$ cat config.mk
export PLATFORM = sky130hd
export DESIGN_NAME = uart_apb_fifo_reg_flat
export DESIGN_NICKNAME = d
export VERILOG_FILES = /design/src/rtl/uart_pkg.sv /design/src/rtl/uart_apb_fifo_reg_if.sv /design/src/rtl/uart_sync_fifo.sv /design/src/rtl/uart_apb_fifo_reg.sv /design/src/flat_wrapper.sv
export SDC_FILE = /design/constraint.sdc
export NUM_CORES = 1
export LEC_CHECK = 0
export ABC_AREA = 1
export BUFFER_PORTS_ARGS = -buffer_cell sky130_fd_sc_hd__buf_2
export CELL_PAD_IN_SITES_DETAIL_PLACEMENT = 0
export CELL_PAD_IN_SITES_GLOBAL_PLACEMENT = 1
export CORE_ASPECT_RATIO = 1.1
export CORE_UTILIZATION = 51
export CTS_CLUSTER_SIZE = 24
export DETAILED_ROUTE_END_ITERATION = 10
export GPL_TIMING_DRIVEN = 0
export MAX_ROUTING_LAYER = met4
export PLACE_DENSITY = 0.85
export REMOVE_ABC_BUFFERS = 1
export SYNTH_ARGS = -nofsm -noshare
export SYNTH_HDL_FRONTEND = slang
export SYNTH_SLANG_ARGS = --single-unit
$ cat constraint.sdc
create_clock -name sys_clk -period 5.8 [get_ports sys_clk]
set_input_delay 0.58 -clock sys_clk [delete_from_list [all_inputs] [get_ports sys_clk]]
set_output_delay 0.58 -clock sys_clk [all_outputs]
set_load 0.005 [all_outputs]
$ cat src/rtl/uart_pkg.sv
// Shared constants for the UART APB register file: register indices,
// interrupt identification codes, bit positions and the RX trigger select.
package uart_pkg;

   localparam logic [5:0] IDX_RBR = 6'h00;
   localparam logic [5:0] IDX_IER = 6'h01;
   localparam logic [5:0] IDX_IIR = 6'h02;
   localparam logic [5:0] IDX_LCR = 6'h03;
   localparam logic [5:0] IDX_LSR = 6'h05;
   localparam logic [5:0] IDX_USR = 6'h1F;
   localparam logic [5:0] IDX_TFL = 6'h20;
   localparam logic [5:0] IDX_RFL = 6'h21;

   localparam logic [3:0] IID_LINE = 4'b0110;
   localparam logic [3:0] IID_RDA  = 4'b0100;
   localparam logic [3:0] IID_THRE = 4'b0010;
   localparam logic [3:0] IID_NONE = 4'b0001;

   localparam int IER_ERBFI = 0;
   localparam int IER_ETBEI = 1;
   localparam int IER_ELSI  = 2;

   localparam int FCR_FIFOE = 0;
   localparam int FCR_RXRST = 1;
   localparam int FCR_TXRST = 2;

   localparam int LSR_DR   = 0;
   localparam int LSR_OE   = 1;
   localparam int LSR_PE   = 2;
   localparam int LSR_FE   = 3;
   localparam int LSR_THRE = 5;
   localparam int LSR_TEMT = 6;
   localparam int LSR_RXFE = 7;

   localparam int USR_BUSY = 0;
   localparam int USR_TFNF = 1;
   localparam int USR_TFE  = 2;
   localparam int USR_RFNE = 3;
   localparam int USR_RFF  = 4;

   typedef enum logic [1:0] {
      TRIG_ONE       = 2'd0,
      TRIG_QUARTER   = 2'd1,
      TRIG_HALF      = 2'd2,
      TRIG_NEAR_FULL = 2'd3
   } trig_sel_e;

   function automatic int unsigned trig_level(input trig_sel_e sel, input int unsigned depth);
      case (sel)
         TRIG_ONE:     return 1;
         TRIG_QUARTER: return depth / 4;
         TRIG_HALF:    return depth / 2;
         default:      return depth - 2;
      endcase
   endfunction

endpackage

$ cat src/rtl/uart_apb_fifo_reg_if.sv
// APB bus between the bridge (master) and the UART register file (slave).
interface uart_apb_fifo_reg_if;
   logic        apb_uart_psel;
   logic        apb_uart_penable;
   logic        apb_uart_pwrite;
   logic [7:0]  apb_uart_paddr;
   logic [31:0] apb_uart_pwdata;
   logic [31:0] uart_apb_prdata;

   modport master (
      output apb_uart_psel, apb_uart_penable, apb_uart_pwrite, apb_uart_paddr, apb_uart_pwdata,
      input  uart_apb_prdata
   );

   modport slave (
      input  apb_uart_psel, apb_uart_penable, apb_uart_pwrite, apb_uart_paddr, apb_uart_pwdata,
      output uart_apb_prdata
   );
endinterface

$ cat src/rtl/uart_sync_fifo.sv
// Synchronous byte FIFO with extra-bit pointers; cap_one limits it to a
// single entry so the same storage serves the legacy non-FIFO mode.
module uart_sync_fifo #(
   parameter int DEPTH = 16,
   parameter int W     = 8,
   parameter int LVL_W = $clog2(DEPTH) + 1
) (
   input  logic             clk,
   input  logic             rst,
   input  logic             push,
   input  logic             pop,
   input  logic             flush,
   input  logic             cap_one,
   input  logic [W-1:0]     wdata,
   output logic             full,
   output logic             empty,
   output logic [LVL_W-1:0] level,
   output logic [W-1:0]     head
);
   localparam int AW = $clog2(DEPTH);

   logic [W-1:0]     mem [DEPTH];
   logic [LVL_W-1:0] wr_ptr_reg, rd_ptr_reg;
   logic             do_push, do_pop;

   assign level   = wr_ptr_reg - rd_ptr_reg;
   assign empty   = (level == '0);
   assign full    = cap_one ? !empty : (level == LVL_W'(DEPTH));
   assign do_pop  = pop & !empty;
   // A same-cycle pop frees the slot a push into a full FIFO needs.
   assign do_push = push & (!full | do_pop);

   always_ff @(posedge clk or posedge rst) begin
      if (rst) begin
         wr_ptr_reg <= '0;
         rd_ptr_reg <= '0;
      end else if (flush) begin
         wr_ptr_reg <= '0;
         rd_ptr_reg <= '0;
      end else begin
         if (do_push) wr_ptr_reg <= wr_ptr_reg + 1'b1;
         if (do_pop)  rd_ptr_reg <= rd_ptr_reg + 1'b1;
      end
   end

   always_ff @(posedge clk) begin
      if (do_push && !flush) mem[wr_ptr_reg[AW-1:0]] <= wdata;
   end

   assign head = empty ? '0 : mem[rd_ptr_reg[AW-1:0]];
endmodule

$ cat src/rtl/uart_apb_fifo_reg.sv
// 16550-style UART register file on APB with TX/RX FIFOs, FCR, trigger
// level, FIFO level registers and prioritised interrupt identification.
module uart_apb_fifo_reg
   import uart_pkg::*;
#(
   parameter int FIFO_DEPTH = 16,
   parameter int LVL_W      = $clog2(FIFO_DEPTH) + 1
) (
   input  logic               sys_clk,
   input  logic               sys_rst,
   uart_apb_fifo_reg_if.slave apb,
   input  logic               ctrl_reg_tx_pop,
   output logic               reg_ctrl_tx_vld,
   output logic [7:0]         reg_ctrl_tx_data,
   input  logic               ctrl_reg_rx_push,
   input  logic [7:0]         ctrl_reg_rx_data,
   input  logic               ctrl_reg_rx_fe,
   input  logic               ctrl_reg_rx_pe,
   input  logic               ctrl_reg_busy,
   input  logic               ctrl_reg_thsr_empty,
   output logic [15:0]        reg_ctrl_dllh_data,
   output logic [4:0]         reg_ctrl_lcr,
   output logic               reg_ctrl_set_dllh_vld,
   output logic               reg_ctrl_lcr_wen,
   output logic               uart_vic_int
);
   logic [5:0]       idx;
   logic [7:0]       wdata;
   logic             wr_acc, rd_acc, dlab, div_wr;
   logic             thr_wr, ier_wr, fcr_wr, lcr_wr, rbr_rd, lsr_rd, iir_rd;
   logic             fifoe_chg, tx_flush, rx_flush, rx_drop, thre_set, thre_clr;
   logic             tx_full, tx_empty, rx_full, rx_empty;
   logic [LVL_W-1:0] tx_level, rx_level, trig_lvl;
   logic [7:0]       tx_head, rx_head, lsr, usr;
   logic [3:0]       iid;
   logic [31:0]      rd_data;

   logic [2:0]       ier_reg;
   logic [7:0]       lcr_reg, dll_reg, dlh_reg;
   logic             fifoe_reg, fe_reg, pe_reg, oe_reg, rxfe_reg;
   logic             thre_pend_reg, tx_empty_d_reg, set_dllh_reg, lcr_wen_reg;
   trig_sel_e        trig_reg;
   logic             unused_bits;

   assign idx         = apb.apb_uart_paddr[7:2];
   assign wdata       = apb.apb_uart_pwdata[7:0];
   assign unused_bits = ^{apb.apb_uart_pwdata[31:8], apb.apb_uart_paddr[1:0], lcr_reg[6:5]};
   assign wr_acc      = apb.apb_uart_psel & apb.apb_uart_penable & apb.apb_uart_pwrite;
   assign rd_acc      = apb.apb_uart_psel & apb.apb_uart_penable & !apb.apb_uart_pwrite;
   assign dlab        = lcr_reg[7];

   assign thr_wr = wr_acc & (idx == IDX_RBR) & !dlab;
   assign ier_wr = wr_acc & (idx == IDX_IER) & !dlab;
   assign fcr_wr = wr_acc & (idx == IDX_IIR);
   assign lcr_wr = wr_acc & (idx == IDX_LCR);
   assign div_wr = wr_acc & dlab & !ctrl_reg_busy;
   assign rbr_rd = rd_acc & (idx == IDX_RBR) & !dlab;
   assign lsr_rd = rd_acc & (idx == IDX_LSR);
   assign iir_rd = rd_acc & (idx == IDX_IIR);

   assign fifoe_chg = fcr_wr & (wdata[FCR_FIFOE] != fifoe_reg);
   assign tx_flush  = (fcr_wr & wdata[FCR_TXRST]) | fifoe_chg;
   assign rx_flush  = (fcr_wr & wdata[FCR_RXRST]) | fifoe_chg;
   assign rx_drop   = ctrl_reg_rx_push & rx_full & !rbr_rd;

   uart_sync_fifo #(.DEPTH(FIFO_DEPTH), .W(8), .LVL_W(LVL_W)) u_tx_fifo (
      .clk(sys_clk), .rst(sys_rst), .push(thr_wr), .pop(ctrl_reg_tx_pop),
      .flush(tx_flush), .cap_one(!fifoe_reg), .wdata(wdata),
      .full(tx_full), .empty(tx_empty), .level(tx_level), .head(tx_head)
   );

   uart_sync_fifo #(.DEPTH(FIFO_DEPTH), .W(8), .LVL_W(LVL_W)) u_rx_fifo (
      .clk(sys_clk), .rst(sys_rst), .push(ctrl_reg_rx_push), .pop(rbr_rd),
      .flush(rx_flush), .cap_one(!fifoe_reg), .wdata(ctrl_reg_rx_data),
      .full(rx_full), .empty(rx_empty), .level(rx_level), .head(rx_head)
   );

   // THRE pending arms on the edge into empty, not on the empty level itself.
   assign thre_set = (tx_empty & !tx_empty_d_reg) | (ier_wr & wdata[IER_ETBEI] & tx_empty);
   assign thre_clr = thr_wr | (iir_rd & (iid == IID_THRE));
   assign trig_lvl = fifoe_reg ? LVL_W'(trig_level(trig_reg, FIFO_DEPTH)) : LVL_W'(1);

   always_ff @(posedge sys_clk or posedge sys_rst) begin
      if (sys_rst) begin
         ier_reg        <= '0;
         lcr_reg        <= '0;
         dll_reg        <= '0;
         dlh_reg        <= '0;
         fifoe_reg      <= 1'b0;
         trig_reg       <= TRIG_ONE;
         fe_reg         <= 1'b0;
         pe_reg         <= 1'b0;
         oe_reg         <= 1'b0;
         rxfe_reg       <= 1'b0;
         thre_pend_reg  <= 1'b0;
         tx_empty_d_reg <= 1'b1;
         set_dllh_reg   <= 1'b0;
         lcr_wen_reg    <= 1'b0;
      end else begin
         set_dllh_reg   <= 1'b0;
         lcr_wen_reg    <= 1'b0;
         tx_empty_d_reg <= tx_empty;
         if (div_wr && idx == IDX_RBR) begin
            dll_reg      <= wdata;
            set_dllh_reg <= 1'b1;
         end
         if (div_wr && idx == IDX_IER) begin
            dlh_reg      <= wdata;
            set_dllh_reg <= 1'b1;
         end
         if (ier_wr) ier_reg <= wdata[2:0];
         if (fcr_wr) begin
            fifoe_reg <= wdata[FCR_FIFOE];
            trig_reg  <= trig_sel_e'(wdata[7:6]);
         end
         if (lcr_wr) begin
            lcr_reg     <= wdata;
            lcr_wen_reg <= 1'b1;
         end
         // A new error in the same cycle as the LSR read survives the clear.
         fe_reg   <= (fe_reg & !lsr_rd) | (ctrl_reg_rx_push & ctrl_reg_rx_fe);
         pe_reg   <= (pe_reg & !lsr_rd) | (ctrl_reg_rx_push & ctrl_reg_rx_pe);
         oe_reg   <= (oe_reg & !lsr_rd) | rx_drop;
         rxfe_reg <= (rxfe_reg & !lsr_rd) | (ctrl_reg_rx_push & (ctrl_reg_rx_fe | ctrl_reg_rx_pe));
         if (thre_clr)      thre_pend_reg <= 1'b0;
         else if (thre_set) thre_pend_reg <= 1'b1;
      end
   end

   always_comb begin
      iid = IID_NONE;
      if (ier_reg[IER_ELSI] && (oe_reg || pe_reg || fe_reg)) iid = IID_LINE;
      else if (ier_reg[IER_ERBFI] && (rx_level >= trig_lvl)) iid = IID_RDA;
      else if (ier_reg[IER_ETBEI] && thre_pend_reg)          iid = IID_THRE;
   end

   assign lsr = {rxfe_reg, tx_empty & ctrl_reg_thsr_empty, tx_empty, 1'b0, fe_reg, pe_reg, oe_reg, !rx_empty};
   assign usr = {3'b000, rx_full, !rx_empty, tx_empty, !tx_full, ctrl_reg_busy};

   always_comb begin
      rd_data = '0;
      if (rd_acc) begin
         case (idx)
            IDX_RBR: rd_data = {24'b0, dlab ? dll_reg : rx_head};
            IDX_IER: rd_data = {24'b0, dlab ? dlh_reg : {5'b0, ier_reg}};
            IDX_IIR: rd_data = {24'b0, fifoe_reg, fifoe_reg, 2'b00, iid};
            IDX_LCR: rd_data = {24'b0, lcr_reg};
            IDX_LSR: rd_data = {24'b0, lsr};
            IDX_USR: rd_data = {24'b0, usr};
            IDX_TFL: rd_data = 32'(tx_level);
            IDX_RFL: rd_data = 32'(rx_level);
            default: rd_data = '0;
         endcase
      end
   end

   assign apb.uart_apb_prdata   = rd_data;
   assign reg_ctrl_tx_vld       = !tx_empty;
   assign reg_ctrl_tx_data      = tx_head;
   assign reg_ctrl_dllh_data    = {dlh_reg, dll_reg};
   assign reg_ctrl_lcr          = lcr_reg[4:0];
   assign reg_ctrl_set_dllh_vld = set_dllh_reg;
   assign reg_ctrl_lcr_wen      = lcr_wen_reg;
   assign uart_vic_int          = (iid != IID_NONE);
endmodule

$ cat src/flat_wrapper.sv
// flat-port wrapper written by rule: the top's interface ports become plain ports
module uart_apb_fifo_reg_flat import uart_pkg::*;
#(
   parameter int FIFO_DEPTH = 16,
   parameter int LVL_W      = $clog2(FIFO_DEPTH) + 1
)
  (sys_clk, sys_rst, ctrl_reg_tx_pop, reg_ctrl_tx_vld, reg_ctrl_tx_data, ctrl_reg_rx_push, ctrl_reg_rx_data, ctrl_reg_rx_fe, ctrl_reg_rx_pe, ctrl_reg_busy, ctrl_reg_thsr_empty, reg_ctrl_dllh_data, reg_ctrl_lcr, reg_ctrl_set_dllh_vld, reg_ctrl_lcr_wen, uart_vic_int, apb_apb_uart_psel, apb_apb_uart_penable, apb_apb_uart_pwrite, apb_apb_uart_paddr, apb_apb_uart_pwdata, apb_uart_apb_prdata);
  uart_apb_fifo_reg_if apb_i ();
  input  logic sys_clk;
  input  logic sys_rst;
  input  logic ctrl_reg_tx_pop;
  output logic reg_ctrl_tx_vld;
  output logic [7:0] reg_ctrl_tx_data;
  input  logic ctrl_reg_rx_push;
  input  logic [7:0] ctrl_reg_rx_data;
  input  logic ctrl_reg_rx_fe;
  input  logic ctrl_reg_rx_pe;
  input  logic ctrl_reg_busy;
  input  logic ctrl_reg_thsr_empty;
  output logic [15:0] reg_ctrl_dllh_data;
  output logic [4:0] reg_ctrl_lcr;
  output logic reg_ctrl_set_dllh_vld;
  output logic reg_ctrl_lcr_wen;
  output logic uart_vic_int;
  input wire logic [$bits(apb_i.apb_uart_psel)-1:0] apb_apb_uart_psel;
  input wire logic [$bits(apb_i.apb_uart_penable)-1:0] apb_apb_uart_penable;
  input wire logic [$bits(apb_i.apb_uart_pwrite)-1:0] apb_apb_uart_pwrite;
  input wire logic [$bits(apb_i.apb_uart_paddr)-1:0] apb_apb_uart_paddr;
  input wire logic [$bits(apb_i.apb_uart_pwdata)-1:0] apb_apb_uart_pwdata;
  output wire logic [$bits(apb_i.uart_apb_prdata)-1:0] apb_uart_apb_prdata;
  assign apb_i.apb_uart_psel = apb_apb_uart_psel;
  assign apb_i.apb_uart_penable = apb_apb_uart_penable;
  assign apb_i.apb_uart_pwrite = apb_apb_uart_pwrite;
  assign apb_i.apb_uart_paddr = apb_apb_uart_paddr;
  assign apb_i.apb_uart_pwdata = apb_apb_uart_pwdata;
  assign apb_uart_apb_prdata = apb_i.uart_apb_prdata;
  uart_apb_fifo_reg #(.FIFO_DEPTH(FIFO_DEPTH), .LVL_W(LVL_W)) u_core (.sys_clk(sys_clk), .sys_rst(sys_rst), .apb(apb_i), .ctrl_reg_tx_pop(ctrl_reg_tx_pop), .reg_ctrl_tx_vld(reg_ctrl_tx_vld), .reg_ctrl_tx_data(reg_ctrl_tx_data), .ctrl_reg_rx_push(ctrl_reg_rx_push), .ctrl_reg_rx_data(ctrl_reg_rx_data), .ctrl_reg_rx_fe(ctrl_reg_rx_fe), .ctrl_reg_rx_pe(ctrl_reg_rx_pe), .ctrl_reg_busy(ctrl_reg_busy), .ctrl_reg_thsr_empty(ctrl_reg_thsr_empty), .reg_ctrl_dllh_data(reg_ctrl_dllh_data), .reg_ctrl_lcr(reg_ctrl_lcr), .reg_ctrl_set_dllh_vld(reg_ctrl_set_dllh_vld), .reg_ctrl_lcr_wen(reg_ctrl_lcr_wen), .uart_vic_int(uart_vic_int));
endmodule
==> results of run 1 <==
cell type report:
type                       count  area, sq um  area share
clock buffer                  41          843      0.0529
clock inverter                14          104     0.00651
inverter                      88          332      0.0208
multi-input combinational    918         4590       0.288
sequential                   314         9140       0.574
tap                          363          454      0.0285
timing repair buffer          78          480      0.0301
synthesized netlist by cell type (all sizes together):
master	instances
a211oi	1
a21boi	2
a21oi	74
a22o	1
a22oi	17
a31oi	8
a32o	10
a32oi	7
buf	63
clkbuf	26
clkinv	1
conb	1
dfrtp	57
dfstp	1
edfxtp	256
fa	2
ha	21
inv	87
nand2	400
nand3	130
nand3b	3
nand4	12
nor2	100
nor3	11
nor4	1
o211ai	9
o21a	1
o21ai	66
o22ai	4
o31ai	3
xnor2	2
xor2	9
cells in the final DEF (no fill, tap or decap), types with 3 or more instances in the layout:
master / n
sky130_fd_sc_hd__clkbuf_1: 7
sky130_fd_sc_hd__nand2_1: 393
sky130_fd_sc_hd__clkinv_1: 3
sky130_fd_sc_hd__a22oi_1: 17
sky130_fd_sc_hd__buf_2: 73
sky130_fd_sc_hd__o22ai_1: 4
sky130_fd_sc_hd__ha_1: 21
sky130_fd_sc_hd__nor2_4: 5
sky130_fd_sc_hd__inv_1: 78
sky130_fd_sc_hd__buf_12: 3
sky130_fd_sc_hd__conb_1: 24
sky130_fd_sc_hd__nand3_1: 125
sky130_fd_sc_hd__clkinv_2: 7
sky130_fd_sc_hd__o21ai_1: 6
sky130_fd_sc_hd__nand4_1: 12
sky130_fd_sc_hd__clkbuf_16: 31
sky130_fd_sc_hd__nor2_2: 16
sky130_fd_sc_hd__nor2_1: 78
sky130_fd_sc_hd__o211ai_1: 9
sky130_fd_sc_hd__nand3b_1: 3
sky130_fd_sc_hd__nor3_1: 7
sky130_fd_sc_hd__clkbuf_8: 3
sky130_fd_sc_hd__nand3_2: 3
sky130_fd_sc_hd__a32oi_1: 7
sky130_fd_sc_hd__nand2_2: 7
sky130_fd_sc_hd__xor2_1: 9
sky130_fd_sc_hd__o31ai_1: 3
sky130_fd_sc_hd__a32o_1: 10
sky130_fd_sc_hd__a31oi_1: 8
sky130_fd_sc_hd__dfrtp_2: 3
sky130_fd_sc_hd__inv_2: 9
sky130_fd_sc_hd__o21ai_0: 58
sky130_fd_sc_hd__edfxtp_1: 256
sky130_fd_sc_hd__a21oi_1: 74
sky130_fd_sc_hd__dfrtp_1: 54
per-layer routing:
metal	vias up	global-route usage	wire length [um]
li1	4833	-	-
met1	4828	0.315	14300
met2	289	0.408	16900
met3	67	0.0305	1990
met4	0	0.0798	952
met5	-	-	0
worst max-delay path, cell delays in order, from the launching register on:
cell,delay [ns]
sky130_fd_sc_hd__dfrtp_2,0.90
sky130_fd_sc_hd__inv_1,0.83
sky130_fd_sc_hd__ha_1,0.56
sky130_fd_sc_hd__nand3_1,0.09
sky130_fd_sc_hd__nand2_1,0.08
sky130_fd_sc_hd__nand2_1,0.04
sky130_fd_sc_hd__nand2_1,0.11
sky130_fd_sc_hd__inv_1,0.07
sky130_fd_sc_hd__ha_1,0.26
sky130_fd_sc_hd__a21boi_0,0.12
sky130_fd_sc_hd__nand2_1,0.07
sky130_fd_sc_hd__nand3_1,0.09
sky130_fd_sc_hd__nand2_1,0.13
sky130_fd_sc_hd__nand2_1,0.06
sky130_fd_sc_hd__a21oi_1,0.20
sky130_fd_sc_hd__nor2_1,0.07
sky130_fd_sc_hd__nor2_1,0.18
sky130_fd_sc_hd__buf_2,0.16
report_power, final:
group | internal, mW | switching [mW] | leakage, nW | total, mW
combinational | 0.462 | 0.876 | 2.78 | 1.34
clock | 1.06 | 0.823 | 0.463 | 1.88
sequential | 2.57 | 0.156 | 3.02 | 2.73
total | 4.10 | 1.85 | 6.27 | 5.95
what timing repair did:
action | 4_1_cts | 5_1_grt
setup endpoints to repair | 2 | 0
hold endpoints to repair | 0 | 0
resized for setup | 1 | 0
buffers inserted | 0 | 0
logic make-up after synthesis:
family,share of synthesized area
other,0.000259
buffers and inverters,0.0582
and+or+nand+nor,0.199
AOI/OAI and AO/OA,0.0842
adders and majority gates,0.0209
xor gates and xnor gates,0.00665
DFF,0.631
path summary, 6_finish.rpt:
| path | startpoint | to | slack, ns | cells past startpoint |
|---|---|---|---|---|
| worst min-delay path | sys_rst | u_core.lcr_reg[7]$_DFFE_PP0P_ | 0.19 | 2 |
| min in group sys_clk | ctrl_reg_rx_pe | u_core.pe_reg$_DFF_PP0_ | 0.26 | 3 |
| worst max register to register | u_core.u_rx_fifo.rd_ptr_reg[1]$_DFFE_PP0P_ | u_core.u_rx_fifo.mem[5][3]$_DFFE_PP_ | 1.32 | 10 |
| worst max-delay path | u_core.u_rx_fifo.rd_ptr_reg[1]$_DFFE_PP0P_ | apb_uart_apb_prdata[1] | 0.61 | 17 |
| max in group asynchronous | sys_rst | u_core.dll_reg[7]$_DFFE_PP0P_ | 5.01 | 3 |
| worst min register to register | u_core.lcr_reg[6]$_DFFE_PP0P_ | u_core.lcr_reg[6]$_DFFE_PP0P_ | 0.50 | 2 |
==> results, run 1 <==
- The cell leakage power is around 6.3 nW.
- The global-route wire length before repair is between 50 and 60 mm.
- The final number of hold-violating endpoints is 0.
- Routability-driven placement finished with a final weighted congestion of 0.924.
- The pin count of the biggest net entering global routing is 53.
- In this run, placement finished with an instance count of approximately 1800.
- The longest clock path from root to sink contains 3 buffers.
- The worst slew margin relative to its limit is 0.138.
- In this run the number of H-tree levels came out at 1.
- The critical path required time is between 5 and 6 ns.
- The ratio of routed vias to standard cells is 5.52.
- The initial antenna violation count is 0.
- The number of iterations in the first detailed-routing pass is 5.
- The share of the Yosys chip area taken by registers is 0.631.
- The setup TNS after final layout is 0 ns.
- For this run, design rule violations remaining after detail routing come to 0.
- STA classifies the critical path endpoint as a primary output.
- The number of rows in the core area is 64.
- The placeable core area is roughly 0.028 sq mm.
- The initial DRC count is 687.
- For this configuration, the core starts out at a cell density of 0.520.
- The die outline width is about 160 um.
- In this run the worst path has a maximum fanout of 37.
- Counting I/O delays and the setup requirement, the final critical path takes between 5 and 6 ns.
- The all-layer global routing usage is 0.246.
- The distinct cell type count of the synthesized netlist is 48.
- The share of Yosys cell area claimed by the top area cell type is 0.531.
- about 120 I/O pins were placed.
- The total of buffers placed on input and output ports is 73.
- Setup repair after global routing left no endpoint under its margin.
- The floorplan step defined a die boundary enclosing ~0.029 sq mm.
- STA puts the critical path data arrival time at between 4 and 5 ns.
- The clock arrives with 0.0213 ns of skew.
- The biggest area contributor in the post-synthesis netlist is sky130_fd_sc_hd__edfxtp_1.
- The die is approximately 180 um tall.
- The net count of the finished layout is between 1500 and 2000.
- The number of hold buffers added after cts is 0.
- The number of antenna diodes in the final layout is 0.
- The design draws between 5 and 6 mW.
- The smallest setup slack after layout is 0.608 ns.
- Once placement finished, the instance area stood at approximately 0.015 sq mm.
- In this run, synthesis produced a sequential element count of 314.
- At the pin with the least slew margin, the transition time is approximately 1.3 ns.
- The Yosys step of the flow raised 0 warnings.
- Wires add up to ~34 mm.
- The mean post-synth cell area is 10.4 sq um.
- The type of element launching the critical path is a register.
- The post-route fraction of the period consumed by the critical path is 0.895.
- In this run the remaining antenna-violating nets after routing total 0.
- By area the synthesized netlist is led by sky130_fd_sc_hd__edfxtp_1, sky130_fd_sc_hd__nand2_1, sky130_fd_sc_hd__dfrtp_1.
- The category of the most critical setup path is reg2out.
- The via count of the first global-routing pass came to 9521.
- The root buffer cell is sky130_fd_sc_hd__clkbuf_16.
- TritonCTS built the clock tree.
- The cell area that synthesis handed to floorplanning was around 0.014 sq mm.
- The post-CTS clock slew at the launch and capture registers of the worst setup and hold paths is 0.07 ns.
- The finished cells cover ~0.016 sq mm.
- Counting every sink on the clock net gives ~310.
- The max-slew violation count is 0.
- The min-delay analysis places its worst path in the category in2async.
- The layout overhead on the synthesized area is 10.1%.
- The run finished with clean final reports.
- The routed via count is 10017.
- The cell count after synthesis is around 1400.
- Counting the fill cells in the layout gives around 2400.
- Global routing finished with a remaining overflow of 0.
- The power per unit of standard cell area is approximately 370 mW/mm^2.
- The total of endpoints with negative setup slack in the final report is 0.
- The utilization after layout is 0.572.
- The post-detailed-placement half-perimeter wirelength is roughly 23 mm.
- Dividing the detail-routed wire length by the instance count gives ~19 um.
- The worst hold margin is about 0.19 ns.
- The finished layout holds around 1800 standard cells, fillers aside.
- For this run, the top clock speed supported by timing is just under 200 MHz.
- The count of max-cap constraint violations is 0.
- The clock reaches the later pin of the worst-skew pair after approximately 0.56 ns.
- Clock tree synthesis inserted a total of 31 buffers.
- IR analysis of the VDD net gives a maximum drop of 0.000300 V.
- Timing analysis after detailed placement gives a worst setup slack of roughly 0.53 ns.
- The fraction of final layout cells sized beyond drive strength 1 is 0.123.
Power figures use the tool's default switching activity.
==> run 2, diff against run 1 <==
--- a/config.mk
+++ b/config.mk
@@ -13,7 +13,6 @@
 export CORE_UTILIZATION = 51
 export CTS_CLUSTER_SIZE = 24
 export DETAILED_ROUTE_END_ITERATION = 10
-export GPL_TIMING_DRIVEN = 0
 export MAX_ROUTING_LAYER = met4
 export PLACE_DENSITY = 0.85
 export REMOVE_ABC_BUFFERS = 1
==> run 2 against run 1 <==
Clock-buffer cell count down 7. Final area is 0.21% lower. Non-clock buffer count rose by 2. Wire length hardly changed. Clock power is 3% higher. Die area stayed put. Register-to-register slack improved by 0.67 ns. Power increased by 0.64%. Maximum frequency up 14%. Via count shrank 0.35%. Clock skew fell by 0.0087 ns. Sequential share of layout area rose by 0.11 points. Critical path type unchanged. Largest cell class unchanged. Highest routed layer unchanged.
==> results, run 2 (synthesized netlist as in run 1, its figures left out) <==
- The number of antenna cells inserted was 0 (unchanged).
- The number of remaining DRC errors was 0 (unchanged).
- The number of clock buffers inserted by TritonCTS is 30 (-3.2%).
- The top-level I/O count is 124 (unchanged).
- The number of placed instances with taps included is 1763 (+0.11%).
- The starting density of the core is 0.520 (unchanged).
- The via count of the first global-routing pass is 9520 (-0.011%).
- The slack of the worst reg-to-reg path is 1.99 ns (+0.67 ns).
- The remaining global-route overflow is 0 (unchanged).
- The root buffer cell is sky130_fd_sc_hd__clkbuf_16.
- The pin count of the biggest net entering global routing is 68 (+28%).
- The area of placed instances is 0.0149 sq mm (-0.43%).
- The global-route wire length before repair is 52.7 mm (+0.66%).
- The number of iterations in the first detailed-routing pass is 5 (unchanged).
- The number of fill cells is 2389 (+0.72%).
- The buffer count from post-CTS setup fixing came to 0 (unchanged).
- The transition time of the tightest slew-check pin is 1.14 ns (-0.153 ns).
- The die area is 0.0291 sq mm (unchanged).
- The worst setup path is launched from a register.
- The depth of the CTS H-tree was 1 (unchanged).
- The launch instance of the worst register-to-register path is u_core.u_rx_fifo.rd_ptr_reg[2]$_DFFE_PP0P_.
- The TritonCTS clock tree is yes.
- The signal on the critical path passes through clkinv_1 > buf_4 > nand2_1 > nand3_1 > a21oi_1 > nor2_1 > nand3_1 > nand2_1 > nand2_1 > nand2_1 > nor2_1 > nor2_1 > buf_2.
- The ratio of routed vias to standard cells is 5.49 (-0.51%).
- The final weighted congestion in routability-driven placement was 0.931 (+0.72%).
- The max-slew violation count is 0 (unchanged).
- The all-layer global routing usage is 0.246 (+0.000346).
- The post-detailed-placement half-perimeter wirelength is 22.2 mm (-1.6%).
- The category of the most critical setup path is reg2out.
- The number of buffers on the longest clock path is 3 (unchanged).
- The initial DRC count came to 865 (+26%).
- The critical path required time is 5.22 ns (about the same).
- The setup skew after layout is 0.0126 ns (-0.00870 ns).
- The worst slew margin relative to its limit is 0.240 (+0.102).
- The cell depth of the worst flop-to-flop path is 9 (-1).
- The final wirelength is 34.2 mm (about the same).
- The final design area excluding fillers is 0.0159 sq mm (-0.21%).
- The final number of hold-violating endpoints came to 0 (unchanged).
- The power per unit of standard cell area is 376 mW/mm^2 (+0.85%).
- The most frequent cell on the critical path is sky130_fd_sc_hd__nand2_1.
- The worst supply voltage drop on vdd is 0.000252 V (-16%).
- The worst-path maximum fanout is 34 (-8.1%).
- Leaving out fill and tap cells, the most frequent cell in the layout is sky130_fd_sc_hd__nand2_1.
- The height of the die came to 179 um (unchanged).
- The worst setup path is captured at a primary output.
- The setup TNS after final layout is 0 ns (unchanged).
- The number of resized instances in the post-cts repair step came to 0 (-1).
- Setup repair after global routing left no endpoint under its margin.
- In the layout the commonest cells are sky130_fd_sc_hd__nand2_1, sky130_fd_sc_hd__edfxtp_1, sky130_fd_sc_hd__nand3_1.
- The flow ran to the end, and the final reports show no timing, DRC or antenna violations.
- The total of buffers placed on input and output ports is 73 (unchanged).
- The total of endpoints with negative setup slack in the final report is 0 (unchanged).
- Grouping stages by cell kind, the critical path spends the most delay in buffers and inverters.
- The die outline width was 163 um (unchanged).
- The top achievable clock speed came to 219 MHz (+14%).
- The type of the tightest min-delay check is in2async.
- The number of hold buffers added after cts was 0 (unchanged).
- The post-layout instance count excluding filler cells is 1819 (+0.17%).
- The number of rows in the core area is 64 (unchanged).
- The count of buffer and inverter cells on the critical path came to 3 (unchanged).
- The layout overhead on the synthesized area is 9.85%.
- The cell at the slowest stage of the critical path is sky130_fd_sc_hd__clkinv_1.
- The number of sinks handled by clock tree synthesis was 314 (unchanged).
- The initial antenna violation count is 0 (unchanged).
- The count of max-cap constraint violations is 0 (unchanged).
- The final critical-path required period was 4.57 ns (-0.620 ns).
- The clock latency of the later-clocked register in the worst-skew pair is 0.56 ns (about the same).
- The delay contributed by the slowest stage of the critical path is 0.95 ns (+0.05 ns).
- The post-route fraction of the period consumed by the critical path is 0.788 (-0.107).
- The post-detailed-route count of antenna-violating nets came to 0 (unchanged).
- The data arrival time of the worst path is 3.99 ns (-0.62 ns).
- The placeable core area was 0.0279 sq mm (unchanged).
- In this run the critical register-to-register path is captured at u_core.u_rx_fifo.mem[4][1]$_DFFE_PP_.
- The final routed wire length divided by cell count is 18.8 um (-0.12%).
- The cell leakage power came to 6.26 nW (about the same).
- The layout net count is 1514 (+0.066%).
- The fraction of final layout cells sized beyond drive strength 1 is 0.124 (+0.00112).
- The post-CTS clock slew at the launch and capture registers of the worst setup and hold paths came to 0.07 ns (about the same).
- The routed via count was 9982 (-0.35%).
==> run 2: cell count changes in the layout (fill, tap and decap cells not counted), moves of 2 or more <==
| cell | delta |
|---|---|
| sky130_fd_sc_hd__clkinv_1 | +4 |
| sky130_fd_sc_hd__clkinv_2 | +3 |
| sky130_fd_sc_hd__buf_4 | +7 |
| sky130_fd_sc_hd__buf_12 | -3 |
| sky130_fd_sc_hd__clkbuf_8 | -3 |
| sky130_fd_sc_hd__clkbuf_1 | -4 |
| sky130_fd_sc_hd__bufinv_16 | +2 |
| sky130_fd_sc_hd__buf_16 | -2 |
==> run 2: how the worst max path moves through the flow <==
stage	to	start	slack, ns	cells past startpoint
final	apb_uart_apb_prdata[1]	u_core.u_rx_fifo.rd_ptr_reg[0]$_DFFE_PP0P_	1.23	13
after global routing	apb_uart_apb_prdata[1]	u_core.u_rx_fifo.rd_ptr_reg[0]$_DFFE_PP0P_	0.97	13
after CTS	apb_uart_apb_prdata[1]	u_core.u_rx_fifo.rd_ptr_reg[0]$_DFFE_PP0P_	1.27	13
after detailed placement	apb_uart_apb_prdata[1]	u_core.u_rx_fifo.rd_ptr_reg[0]$_DFFE_PP0P_	1.85	13
after global placement	apb_uart_apb_prdata[0]	u_core.u_rx_fifo.rd_ptr_reg[0]$_DFFE_PP0P_	1.89	13
after floorplan	apb_uart_apb_prdata[1]	u_core.u_rx_fifo.rd_ptr_reg[1]$_DFFE_PP0P_	2.08	16
==> run 2: layer usage <==
metal / routed length [um] / global-route usage / share of wire
met5: 0 / - / 0
met4: 939 / 0.0763 / 0.027
met3: 1720 / 0.0236 / 0.050
met2: 16800 / 0.413 / 0.49
met1: 14700 / 0.318 / 0.43
==> run 2: cell type report <==
class | instances | area (sq um) | area share
Multi-Input combinational cell | 918 | 4590 | 0.288
Clock inverter | 22 | 191 | 0.0120
Timing Repair Buffer | 80 | 418 | 0.0263
Clock buffer | 34 | 787 | 0.0495
Tap cell | 363 | 454 | 0.0285
Inverter | 88 | 330 | 0.0208
Sequential cell | 314 | 9140 | 0.575
==> run 2: power by group <==
group / internal (mW) / switching (mW)
Combinational: 0.447 / 0.888
Clock: 1.11 / 0.837
Sequential: 2.57 / 0.137
==> run 2: worst reg2reg max path, stage by stage (launching register included) <==
cell and delay (ns):
sky130_fd_sc_hd__dfrtp_1 0.64, sky130_fd_sc_hd__inv_1 0.39, sky130_fd_sc_hd__ha_1 0.45, sky130_fd_sc_hd__a21oi_1 0.20, sky130_fd_sc_hd__nand3_1 0.09, sky130_fd_sc_hd__nand2_1 0.13
sky130_fd_sc_hd__nand3_2 0.27, sky130_fd_sc_hd__nand3_2 0.26, sky130_fd_sc_hd__nand3_4 0.26, sky130_fd_sc_hd__nor2_1 0.72
==> run 2: metrics by stage <==
| step | utilization | setup slack (ns) | power [mW] | hold WS (ns) |
|---|---|---|---|---|
| 3_5_place_dp | 0.536 | 1.85 | 4.09 | 0.480 |
| 5_1_grt | 0.571 | 0.969 | 6.29 | 0.262 |
| 6_report | 0.571 | 1.23 | 5.99 | 0.245 |
| 3_3_place_gp | 0.536 | 1.89 | 4.06 | 0.475 |
| 2_1_floorplan | - | 2.08 | 3.61 | 0.453 |
| 4_1_cts | 0.571 | 1.27 | 6.02 | 0.232 |
==> run 3, diff against run 2 <==
--- a/config.mk
+++ b/config.mk
@@ -5,16 +5,16 @@
 export SDC_FILE = /design/constraint.sdc
 export NUM_CORES = 1
 export LEC_CHECK = 0
-export ABC_AREA = 1
+export ABC_AREA = 0
 export BUFFER_PORTS_ARGS = -buffer_cell sky130_fd_sc_hd__buf_2
 export CELL_PAD_IN_SITES_DETAIL_PLACEMENT = 0
 export CELL_PAD_IN_SITES_GLOBAL_PLACEMENT = 1
 export CORE_ASPECT_RATIO = 1.1
-export CORE_UTILIZATION = 51
+export CORE_UTILIZATION = 46
 export CTS_CLUSTER_SIZE = 24
 export DETAILED_ROUTE_END_ITERATION = 10
 export MAX_ROUTING_LAYER = met4
-export PLACE_DENSITY = 0.85
+export PLACE_DENSITY = 0.76
 export REMOVE_ABC_BUFFERS = 1
 export SYNTH_ARGS = -nofsm -noshare
 export SYNTH_HDL_FRONTEND = slang
==> constraint.sdc (replaced) <==
create_clock -name sys_clk -period 3.85 [get_ports sys_clk]
set_input_delay 0.385 -clock sys_clk [delete_from_list [all_inputs] [get_ports sys_clk]]
set_output_delay 0.385 -clock sys_clk [all_outputs]
set_load 0.005 [all_outputs]
==> run 3 against run 2 <==
Worst setup slack got worse by 1.1 ns. Sequential share of layout area decreased by 0.43 points. Wire length decreased by 7.3%. Global-route usage decreased by 3.1 points. Combinational power increased by 32%. Die area increased by 6.5%. Final area increased by 0.77%. Via count decreased by 21%. Largest cell class unchanged.
==> results, run 3 <==
- In this design, the largest share of critical-path delay is due to adder cells.
- The root buffer cell is sky130_fd_sc_hd__clkbuf_16.
- The count of buffer and inverter cells on the critical path is 3 (unchanged).
- The final weighted congestion in routability-driven placement was 0.942 (+1.2%).
- The starting density of the core is 0.470 (-0.0499).
- The max-slew violation count is 0 (unchanged).
- The most common cell in the synthesized netlist is sky130_fd_sc_hd__edfxtp_1.
- The distinct cell type count of the synthesized netlist is 75 (+56%).
- The slack of the worst reg-to-reg path is 0.47 ns (-1.52 ns).
- The area of the mapped netlist is 0.0139 sq mm (-3.8%).
- The power per unit of standard cell area is 536 mW/mm^2 (+42%).
- The mean post-synth cell area is 16.3 sq um (+56%).
- The number of synthesized flops with an enable pin is 256 (unchanged).
- The layout overhead on the synthesized area is 15.1%.
- The total of buffers placed on input and output ports came to 73 (unchanged).
- After synthesis, the most frequently instantiated cells are sky130_fd_sc_hd__edfxtp_1, sky130_fd_sc_hd__mux4_2, sky130_fd_sc_hd__nand2_1, sky130_fd_sc_hd__dfrtp_1, sky130_fd_sc_hd__nor2_1.
- The run finished with clean final reports.
- Leaving out fill and tap cells, the most frequent cell in the layout is sky130_fd_sc_hd__edfxtp_1.
- The ratio of routed vias to standard cells came to 5.75 (+4.8%).
- The post-detailed-placement half-perimeter wirelength is 21.6 mm (-2.7%).
- The global-route wire length before repair is 47.6 mm (-9.5%).
- The height of the die is 185 um (+3.2%).
- The synthesis warning total was 0 (unchanged).
- The die area is 0.0310 sq mm (+6.5%).
- The worst hold margin is 0.0479 ns (-0.197 ns).
- The routed via count is 7916 (-21%).
- The data arrival time of the worst path came to 3.34 ns (-0.65 ns).
- The share of Yosys cell area claimed by the top area cell type is 0.552 (+0.0211).
- The fraction of final layout cells sized beyond drive strength 1 is 0.320 (+0.196).
- The number of antenna cells inserted came to 0 (unchanged).
- The clock latency of the later-clocked register in the worst-skew pair is 0.57 ns (about the same).
- The number of storage elements in the synthesis netlist is 314 (unchanged).
- The cell count after synthesis is 857 (-38%).
- The initial antenna violation count is 0 (unchanged).
- The die outline width is 168 um (+3.2%).
- The prevailing post-synth register cell is sky130_fd_sc_hd__edfxtp_1.
- TritonCTS built the clock tree.
- The fraction of registers with async set/reset is 0.185 (unchanged).
- The endpoint identified for the worst register-to-register timing path is u_core.u_rx_fifo.mem[2][3]$_DFFE_PP_.
- The final design area excluding fillers is 0.0160 sq mm (+0.77%).
- The delay contributed by the slowest stage of the critical path was 0.60 ns (-0.35 ns).
- After layout, the minimum clock period comes to 3.73 ns.
- Yosys attributes the largest share of cell area to sky130_fd_sc_hd__edfxtp_1, sky130_fd_sc_hd__mux4_2, sky130_fd_sc_hd__dfrtp_1.
- Dividing the final minimum period by the clock period gives 0.968.
- The initial DRC count is 683 (-21%).
- Derived from the worst setup path, the maximum achievable clock frequency is between 200 and 300 MHz.
- The placeable core area is 0.0296 sq mm (+6.4%).
- The worst slew margin relative to its limit is 0.320 (+0.0806).
- The final wirelength is 31.7 mm (-7.3%).
- The combined area of the multi-input logic cells was 0.00455 sq mm (-0.79%).
- The remaining global-route overflow came to 0 (unchanged).
- The storage element area is 0.00914 sq mm (about the same).
- The area of placed instances is 0.0149 sq mm (about the same).
- The slowest stage of the critical path is the sky130_fd_sc_hd__fa_2 cell.
- The post-detailed-route count of antenna-violating nets is 0 (unchanged).
- The number of buffers on the longest clock path is 3 (unchanged).
- The final routed wire length divided by cell count was 23.0 um (+23%).
- The number of rows in the core area is 66 (+3.1%).
- The worst supply voltage drop on vdd is 0.000439 V (+75%).
- The transition time of the tightest slew-check pin is 1.01 ns (-0.125 ns).
- The part of the Yosys area used for sequential elements is 0.656 (+0.0251).
- The layout net count is 1063 (-30%).
- The depth of the CTS H-tree is 1 (unchanged).
- The signal on the critical path passes through inv_2 > ha_2 > fa_2 > inv_1 > ha_1 > a21o_1 > maj3_2 > a221oi_2 > nand3_1 > a31oi_1 > buf_2.
- The cell depth of the worst flop-to-flop path came to 9 (unchanged).
- The all-layer global routing usage is 0.215 (-0.0314).
- The category of the most critical setup path is reg2out.
- The number of remaining DRC errors is 0 (unchanged).
- Leaving out fill and tap cells, the most frequent cells in the layout are sky130_fd_sc_hd__edfxtp_1, sky130_fd_sc_hd__mux4_2, sky130_fd_sc_hd__buf_2.
- The count of max-cap constraint violations is 0 (unchanged).
- The final number of hold-violating endpoints is 0 (unchanged).
- The biggest area consumer among synthesized cells is sky130_fd_sc_hd__edfxtp_1.
- The utilization after layout is 0.541 (-0.0301).
- The critical path required time is 3.46 ns (-1.76 ns).
- The pin count of the biggest net entering global routing is 45 (-34%).
- The number of clock buffers inserted by TritonCTS is 31 (+3.3%).
- The launch instance of the worst register-to-register path is u_core.u_rx_fifo.wr_ptr_reg[0]$_DFFE_PP0P_.
- The top-level I/O count was 124 (unchanged).
- The setup skew after layout came to 0.0250 ns (+0.0124 ns).
- The type of element launching the critical path is a register.
- The number of iterations in the first detailed-routing pass is 5 (unchanged).
- The cell leakage power is 5.79 nW (-7.5%).
- The number of sinks handled by clock tree synthesis is 314 (unchanged).
- The via count of the first global-routing pass is 7911 (-17%).
- The critical path endpoint category is a primary output.
- The worst-path maximum fanout is 4 (-88%).
- The number of fill cells was 2414 (+1.0%).
- The post-CTS clock slew at the launch and capture registers of the worst setup and hold paths is 0.07 ns (about the same).
- The total of endpoints with negative setup slack in the final report came to 0 (unchanged).
- The type of the tightest min-delay check is in2async.
==> run 3: changes by cell type in the layout (fill, tap and decap cells not counted), moves of 13 or more <==
cell,previous run,this run
sky130_fd_sc_hd__buf_4,7,55
sky130_fd_sc_hd__nor2_2,16,3
sky130_fd_sc_hd__mux2i_1,0,14
sky130_fd_sc_hd__nand3_1,125,22
sky130_fd_sc_hd__nor2_1,78,46
sky130_fd_sc_hd__inv_1,78,15
sky130_fd_sc_hd__a21oi_1,74,19
sky130_fd_sc_hd__nand2b_1,0,14
sky130_fd_sc_hd__nand2_1,393,61
sky130_fd_sc_hd__o21ai_0,58,14
sky130_fd_sc_hd__mux4_2,0,73
sky130_fd_sc_hd__a22oi_1,17,4
sky130_fd_sc_hd__mux2_2,0,31
==> run 3: report_power, final <==
part | internal (mW) | leakage, nW | switching (mW)
combinational | 0.868 | 2.26 | 0.890
clock | 1.80 | 0.492 | 1.24
sequential | 3.74 | 3.04 | 0.0500
total | 6.41 | 5.79 | 2.18
==> run 3: what timing repair did <==
item	in CTS	in global routing
setup endpoints to repair	4	5
resized for setup	3	11
hold buffers	0	0
cloned	0	0
setup buffers	1	3
pin swaps	0	4
==> run 3: worst max-delay path by stage <==
stage,cells past startpoint,slack [ns],end,from
3_5_place_dp,9,0.32,u_core.u_rx_fifo.mem[2][4]$_DFFE_PP_,u_core.u_rx_fifo.wr_ptr_reg[0]$_DFFE_PP0P_
4_1_cts,11,0.04,apb_uart_apb_prdata[2],u_core.u_tx_fifo.wr_ptr_reg[0]$_DFFE_PP0P_
5_1_grt,11,-0.02,apb_uart_apb_prdata[4],u_core.u_rx_fifo.wr_ptr_reg[0]$_DFFE_PP0P_
3_3_place_gp,9,0.50,u_core.u_rx_fifo.mem[1][7]$_DFFE_PP_,u_core.u_rx_fifo.wr_ptr_reg[0]$_DFFE_PP0P_
2_1_floorplan,8,-0.89,u_core.u_rx_fifo.mem[10][0]$_DFFE_PP_,u_core.u_rx_fifo.rd_ptr_reg[0]$_DFFE_PP0P_
6_report,11,0.12,apb_uart_apb_prdata[0],u_core.u_rx_fifo.wr_ptr_reg[0]$_DFFE_PP0P_
==> run 3: routing by layer <==
| layer | share of wire | global-route usage | wire length [um] | vias to the layer above |
|---|---|---|---|---|
| met5 | 0 | - | 0 | - |
| met4 | 0.030 | 0.0631 | 963 | 0 |
| met3 | 0.056 | 0.0329 | 1780 | 63 |
| met2 | 0.50 | 0.358 | 15700 | 254 |
| met1 | 0.42 | 0.274 | 13200 | 4030 |
| li1 | - | - | - | 3569 |
==> run 3: per-stage QoR <==
step                      worst slack (ns)  instances  TNS [ns]  power (mW)
final                                0.121       1376         0        8.59
after detailed placement             0.324       1318         0        5.58
after global routing               -0.0217       1376   -0.0217        8.92
after global placement               0.499       1318         0        5.56
after CTS                           0.0358       1373         0        8.63
after floorplan                     -0.888        820   -137.72        5.01
==> run 3: kinds of logic (layout without fill, tap and decap cells) <==
kind of cell / count (synthesis) / in the layout / synth area share
compound gates: 91 / 91 / 0.0462
xor+xnor: 16 / 16 / 0.0101
fa+ha+maj: 24 / 24 / 0.0225
buf+inv: 80 / 202 / 0.0314
flops: 314 / 314 / 0.656
mux: 119 / 119 / 0.154
other cells: 1 / 24 / 0.000269
simple gates: 212 / 212 / 0.0796
==> run 3: cell type report <==
class	instances	share of cell area
clock buffer	37	0.0498
clock inverter	17	0.0137
inverter	20	0.00468
multi-input combinational	486	0.284
sequential	314	0.570
tap	374	0.0292
timing repair buffer	128	0.0485
